[config.mk]
export PLATFORM = sky130hd
export DESIGN_NAME = instr_reg_sched
export DESIGN_NICKNAME = d
export VERILOG_FILES = /design/src/rtl/instr_register_pkg.sv /design/src/rtl/rr_arbiter2.sv /design/src/rtl/instr_reg_sched.sv
export SDC_FILE = /design/constraint.sdc
export NUM_CORES = 1
export LEC_CHECK = 0
export CAP_MARGIN = 20
export CORE_MARGIN = 5
export CORE_UTILIZATION = 29
export DETAILED_ROUTE_END_ITERATION = 10
export HOLD_SLACK_MARGIN = 0.06
export PLACE_DENSITY = 0.9
export SLEW_MARGIN = 30
export SYNTH_ARGS = -nofsm -noshare
export SYNTH_HDL_FRONTEND = slang
export SYNTH_HIERARCHICAL = 1
export SYNTH_SLANG_ARGS = --single-unit
[constraint.sdc]
create_clock -name clk -period 5.1 [get_ports clk]
set_clock_uncertainty 0.1 [all_clocks]
set_input_delay 1.02 -clock clk [delete_from_list [all_inputs] [get_ports clk]]
set_output_delay 1.02 -clock clk [all_outputs]
set_load 0.01 [all_outputs]
[src/rtl/instr_register_pkg.sv]
// Shared types for the instruction register and its write scheduler.
package instr_register_pkg;

  localparam int unsigned DEPTH = 32;

  typedef logic signed [31:0] operand_t;
  typedef logic [$clog2(DEPTH)-1:0] address_t;

  typedef enum logic [3:0] {
    ZERO,
    PASSA,
    PASSB,
    ADD,
    SUB,
    MULT,
    DIV,
    MOD
  } opcode_t;

  typedef struct packed {
    opcode_t  opcode;
    operand_t operand_a;
    operand_t operand_b;
  } req_t;

endpackage

[src/rtl/rr_arbiter2.sv]
// Two-way round-robin arbiter; the history bit advances only on an accepted grant.
module rr_arbiter2 (
  input  logic       clk,
  input  logic       reset,
  input  logic [1:0] req,
  input  logic       accept,
  output logic [1:0] grant
);

  // last_grant = 1 means requester 1 won last, so requester 0 wins the next tie.
  logic last_grant;

  always_comb begin
    grant = 2'b00;
    case (req)
      2'b01:   grant = 2'b01;
      2'b10:   grant = 2'b10;
      2'b11:   grant = last_grant ? 2'b01 : 2'b10;
      default: grant = 2'b00;
    endcase
  end

  always_ff @(posedge clk) begin
    if (reset) begin
      last_grant <= 1'b1;
    end else if (accept) begin
      last_grant <= grant[1];
    end
  end

endmodule

[src/rtl/instr_reg_sched.sv]
// Arbitrates two instruction writers into the instruction register and tracks
// its read/write pointers and occupancy.
module instr_reg_sched
  import instr_register_pkg::*;
#(
  parameter int unsigned DEPTH = instr_register_pkg::DEPTH
) (
  input  logic                     clk,
  input  logic                     reset,
  input  logic                     flush,
  input  logic                     req0_valid,
  input  logic                     req1_valid,
  output logic                     req0_ready,
  output logic                     req1_ready,
  input  opcode_t                  req0_opcode,
  input  opcode_t                  req1_opcode,
  input  operand_t                 req0_operand_a,
  input  operand_t                 req0_operand_b,
  input  operand_t                 req1_operand_a,
  input  operand_t                 req1_operand_b,
  output logic                     load_en,
  output opcode_t                  opcode,
  output operand_t                 operand_a,
  output operand_t                 operand_b,
  output address_t                 write_pointer,
  output address_t                 read_pointer,
  output logic                     rd_valid,
  input  logic                     rd_pop,
  output logic [$clog2(DEPTH):0]   count,
  output logic                     full,
  output logic                     empty
);

  localparam int unsigned CntW = $clog2(DEPTH) + 1;

  if (DEPTH != 2 ** $bits(address_t)) begin : g_depth_check
    $error("DEPTH must match the address_t range");
  end

  logic [1:0]      grant;
  logic            wr_accept;
  logic            pop_accept;
  address_t        wr_ptr_q;
  address_t        rd_ptr_q;
  logic [CntW-1:0] count_q;
  req_t            req0_data;
  req_t            req1_data;
  req_t            sel_data;

  rr_arbiter2 u_arbiter (
    .clk    (clk),
    .reset  (reset),
    .req    ({req1_valid, req0_valid}),
    .accept (wr_accept),
    .grant  (grant)
  );

  assign full  = (count_q == CntW'(DEPTH));
  assign empty = (count_q == '0);

  assign req0_ready = grant[0] & ~full & ~flush & ~reset;
  assign req1_ready = grant[1] & ~full & ~flush & ~reset;
  assign wr_accept  = req0_ready | req1_ready;
  assign load_en    = wr_accept;

  assign rd_valid   = ~empty;
  assign pop_accept = rd_pop & rd_valid & ~flush & ~reset;

  assign req0_data = '{opcode: req0_opcode, operand_a: req0_operand_a, operand_b: req0_operand_b};
  assign req1_data = '{opcode: req1_opcode, operand_a: req1_operand_a, operand_b: req1_operand_b};

  always_comb begin
    sel_data = '0;
    if (req0_ready) begin
      sel_data = req0_data;
    end else if (req1_ready) begin
      sel_data = req1_data;
    end
  end

  assign opcode    = sel_data.opcode;
  assign operand_a = sel_data.operand_a;
  assign operand_b = sel_data.operand_b;

  // Flush drops every queued entry by catching the reader up to the writer.
  always_ff @(posedge clk) begin
    if (reset) begin
      wr_ptr_q <= '0;
      rd_ptr_q <= '0;
      count_q  <= '0;
    end else if (flush) begin
      rd_ptr_q <= wr_ptr_q;
      count_q  <= '0;
    end else begin
      if (wr_accept) begin
        wr_ptr_q <= wr_ptr_q + address_t'(1);
      end
      if (pop_accept) begin
        rd_ptr_q <= rd_ptr_q + address_t'(1);
      end
      case ({wr_accept, pop_accept})
        2'b10:   count_q <= count_q + CntW'(1);
        2'b01:   count_q <= count_q - CntW'(1);
        default: count_q <= count_q;
      endcase
    end
  end

  assign write_pointer = wr_ptr_q;
  assign read_pointer  = rd_ptr_q;
  assign count         = count_q;

endmodule
==> flow_summary.ini <==
[placement]
gp_congestion = 0.874
io_buffers = 231
dp_hpwl_mm = 8.59
dp_cells = 578
place_ws_ps = 480

[logic_synthesis]
syn_inst = 287
synth.avg_cell_area_um2 = 6.82
synth_area_um2 = 1960
async_reset_ff_frac = 0
synth_top_area_frac = 0.261
synthFlopType = dfxtp_1
yosys-top-cells-count = nor2_1, a22oi_1, clkbuf_1, dfxtp_1, inv_1
yosysTopAreaCell = a22oi_1
syn-num-nets = 437
yosys-top-cells-area = a22oi_1, dfxtp_1, nor2_1
synth.most_common_cell = nor2_1
ys_warn_count = 6
synth-seq-area-share = 0.174
ys_ff_latch = 17
synth_edf_count = 0
yosysUniqueCellTypes = 47

[timing]
finalSetupTns_ps = 0
rsz0062_at_grt = no
period_share = 0.908
hold_violations = 0
setup_ws_ps = 471
maxSlewViolCount = 0
worst_pin_slew_ps = 690
relSlewSlack = 0.540
period_needed_ps = 4630
max_freq_ghz = 0.216
setup_viol = 0

[cts]
post_cts_buffers = 0
cts-buffers-inserted = 3
hold_buffers = 0
cts_resized = 0
path_clk_slew_ps = 70
htreeDepth = 1
clk_path_buf_depth = 2
clockRootBuffer = clkbuf_8
worstSkewPairLatency_ps = 250
cts.sinks = 17
cts_tree = yes

[global_route]
grt_pass1_wl_mm = 15.3
grt_usage = 0.224
overflow = 0
grt_pass1_vias = 2917
antenna_found_initial = 4
grt_max_degree = 69

[die]
die_h_um = 92.2
die_w_um = 92.2
io_pins = 232
num_rows = 30
core_um2 = 6680
die_area_um2 = 8500
initial_core_util = 0.293

[setup_path]
end_kind = output port
cp_max_fo = 68
worst_r2r_endpoint = count[4]$_SDFFE_PP0P_
cp_slowest_cell = clkdlybuf4s50_1
regToRegSetupSlack_ps = 1620
crit_type = input port to output port
required_ps = 3980
startpoint_type = input port
cp.arrival_ps = 3510
path_delay_family = buffers and inverters
crit_buf_inv = 4
cp_common_cell = clkdlybuf4s50_1
reg2reg_from = count[1]$_SDFFE_PP0P_
max_stage_delay_ps = 580
crit_chain = clkdlybuf4s50_1 > a21boi_1 > inv_1 > nor2_4 > buf_4 > a22oi_1 > nor2_1 > clkdlybuf4s50_1
reg2reg_depth = 10

[drt]
antenna_left = 0
firstDrtPassIters = 5
wire_per_inst_um = 17.8
vias = 3048
drc = 0
drt_iter0_markers = 105
routed_wl_mm = 10.4
vias_per_cell = 5.22

[job]
cap_viol_max_count = 0

[hold_path]
holdPathStages = 2
holdPathEnd = write_pointer[4]$_SDFFE_PP0P_
worst_hold_path_type = flip-flop to flip-flop
hp-start = write_pointer[4]$_SDFFE_PP0P_

[finish]
nets = 653
utilization = 0.657
layout-drive-gt1-share = 0.0418
final_cells = 584
syn_to_final_growth_pct = 124

[power]
power.density_nw_per_um2 = 119
vdd_drop_max_mv = 0.0819
p_leak_uw = 0.00159

[outcome]
run_status = finished, final reports clean
## flip-flops by register name (all words and copies together), names as in the netlist
name	flops
write_pointer	5
count	6
read_pointer	5
u_arbiter/last_grant	1
## how the worst max path moves through the flow
stage               endpoint       start  cells after the start  slack, ps
5_1_grt         operand_a[1]  req1_valid                      8        280
6_report        operand_b[5]  req1_valid                      8        470
3_3_place_gp    operand_b[6]  req1_valid                      8        590
2_1_floorplan      opcode[0]  req1_valid                      7       1620
3_5_place_dp    operand_b[6]  req1_valid                      8        480
4_1_cts        operand_a[15]  req1_valid                      8        480
## cells in the final DEF (no fill, tap or decap), types with 2 or more instances in the layout
| cell | synthesis | final |
|---|---|---|
| nand3_1 | 3 | 3 |
| or3_1 | 4 | 4 |
| inv_1 | 10 | 10 |
| diode_2 | 0 | 2 |
| or4_4 | 2 | 2 |
| nand2_1 | 4 | 4 |
| mux2i_1 | 2 | 2 |
| o21ai_0 | 6 | 6 |
| o21a_1 | 2 | 2 |
| clkinv_2 | 1 | 2 |
| nor2_1 | 85 | 84 |
| clkbuf_8 | 0 | 3 |
| nor2b_1 | 4 | 4 |
| o31ai_1 | 2 | 2 |
| a211oi_1 | 4 | 4 |
| xor2_1 | 5 | 5 |
| buf_4 | 0 | 4 |
| a211o_1 | 2 | 2 |
| a21oi_1 | 7 | 7 |
| clkdlybuf4s50_1 | 0 | 231 |
| a22oi_1 | 68 | 68 |
| nor3_1 | 3 | 3 |
| dfxtp_1 | 17 | 17 |
| ha_1 | 7 | 7 |
## worst min-delay path: stages, from the launching register on
cell and delay [ps]:
dfxtp_1 340, o21ai_0 90, a21oi_1 60
## stage by stage
| step | hold slack, ps | power (uW) | cell area, um2 |
|---|---|---|---|
| 6_report | 436 | 522 | 4390 |
| 4_1_cts | 445 | 524 | 4380 |
| 2_1_floorplan | 415 | 244 | 1960 |
| 5_1_grt | 456 | 547 | 4390 |
| 3_5_place_dp | 436 | 426 | 4340 |
| 3_3_place_gp | 402 | 420 | 4340 |
## metal layers
metal,vias to the layer above,GRT usage,part of all wire
li1,1487,-,-
met1,1386,0.237,0.37
met2,151,0.415,0.51
met3,20,0.0894,0.10
met4,4,0.0495,0.019
met5,-,0,0.0029
## power breakdown
part | switching, uW | internal, uW | leakage [uW]
Combinational | 103 | 175 | 0.00143
Clock | 45.1 | 54.1 | 0.0000255
Sequential | 6.50 | 138 | 0.000138
Total | 155 | 367 | 0.00159
## area by class of cell
cell class / count / area [um2]
Timing Repair Buffer: 236 / 2360
Tap cell: 80 / 100
Clock buffer: 3 / 41.3
Clock inverter: 1 / 5.00
Antenna cell: 2 / 5.00
Sequential cell: 17 / 340
Multi-Input combinational cell: 234 / 1490
Inverter: 11 / 42.5
Fill cell: 557 / 2290
## cell families (layout without fill, tap and decap cells)
group / count (synthesis) / count (layout) / share of synthesized area
flip-flops: 17 / 17 / 0.174
adder cells (fa/ha/maj): 8 / 8 / 0.0550
AO/OA/AOI/OAI: 106 / 106 / 0.410
XOR/XNOR: 5 / 5 / 0.0224
buffers and inverters: 36 / 251 / 0.0735
other: 0 / 2 / 0
multiplexers: 3 / 3 / 0.0160
AND/OR/NAND/NOR: 112 / 112 / 0.250
No activity file was read; power rests on OpenSTA's default activity.
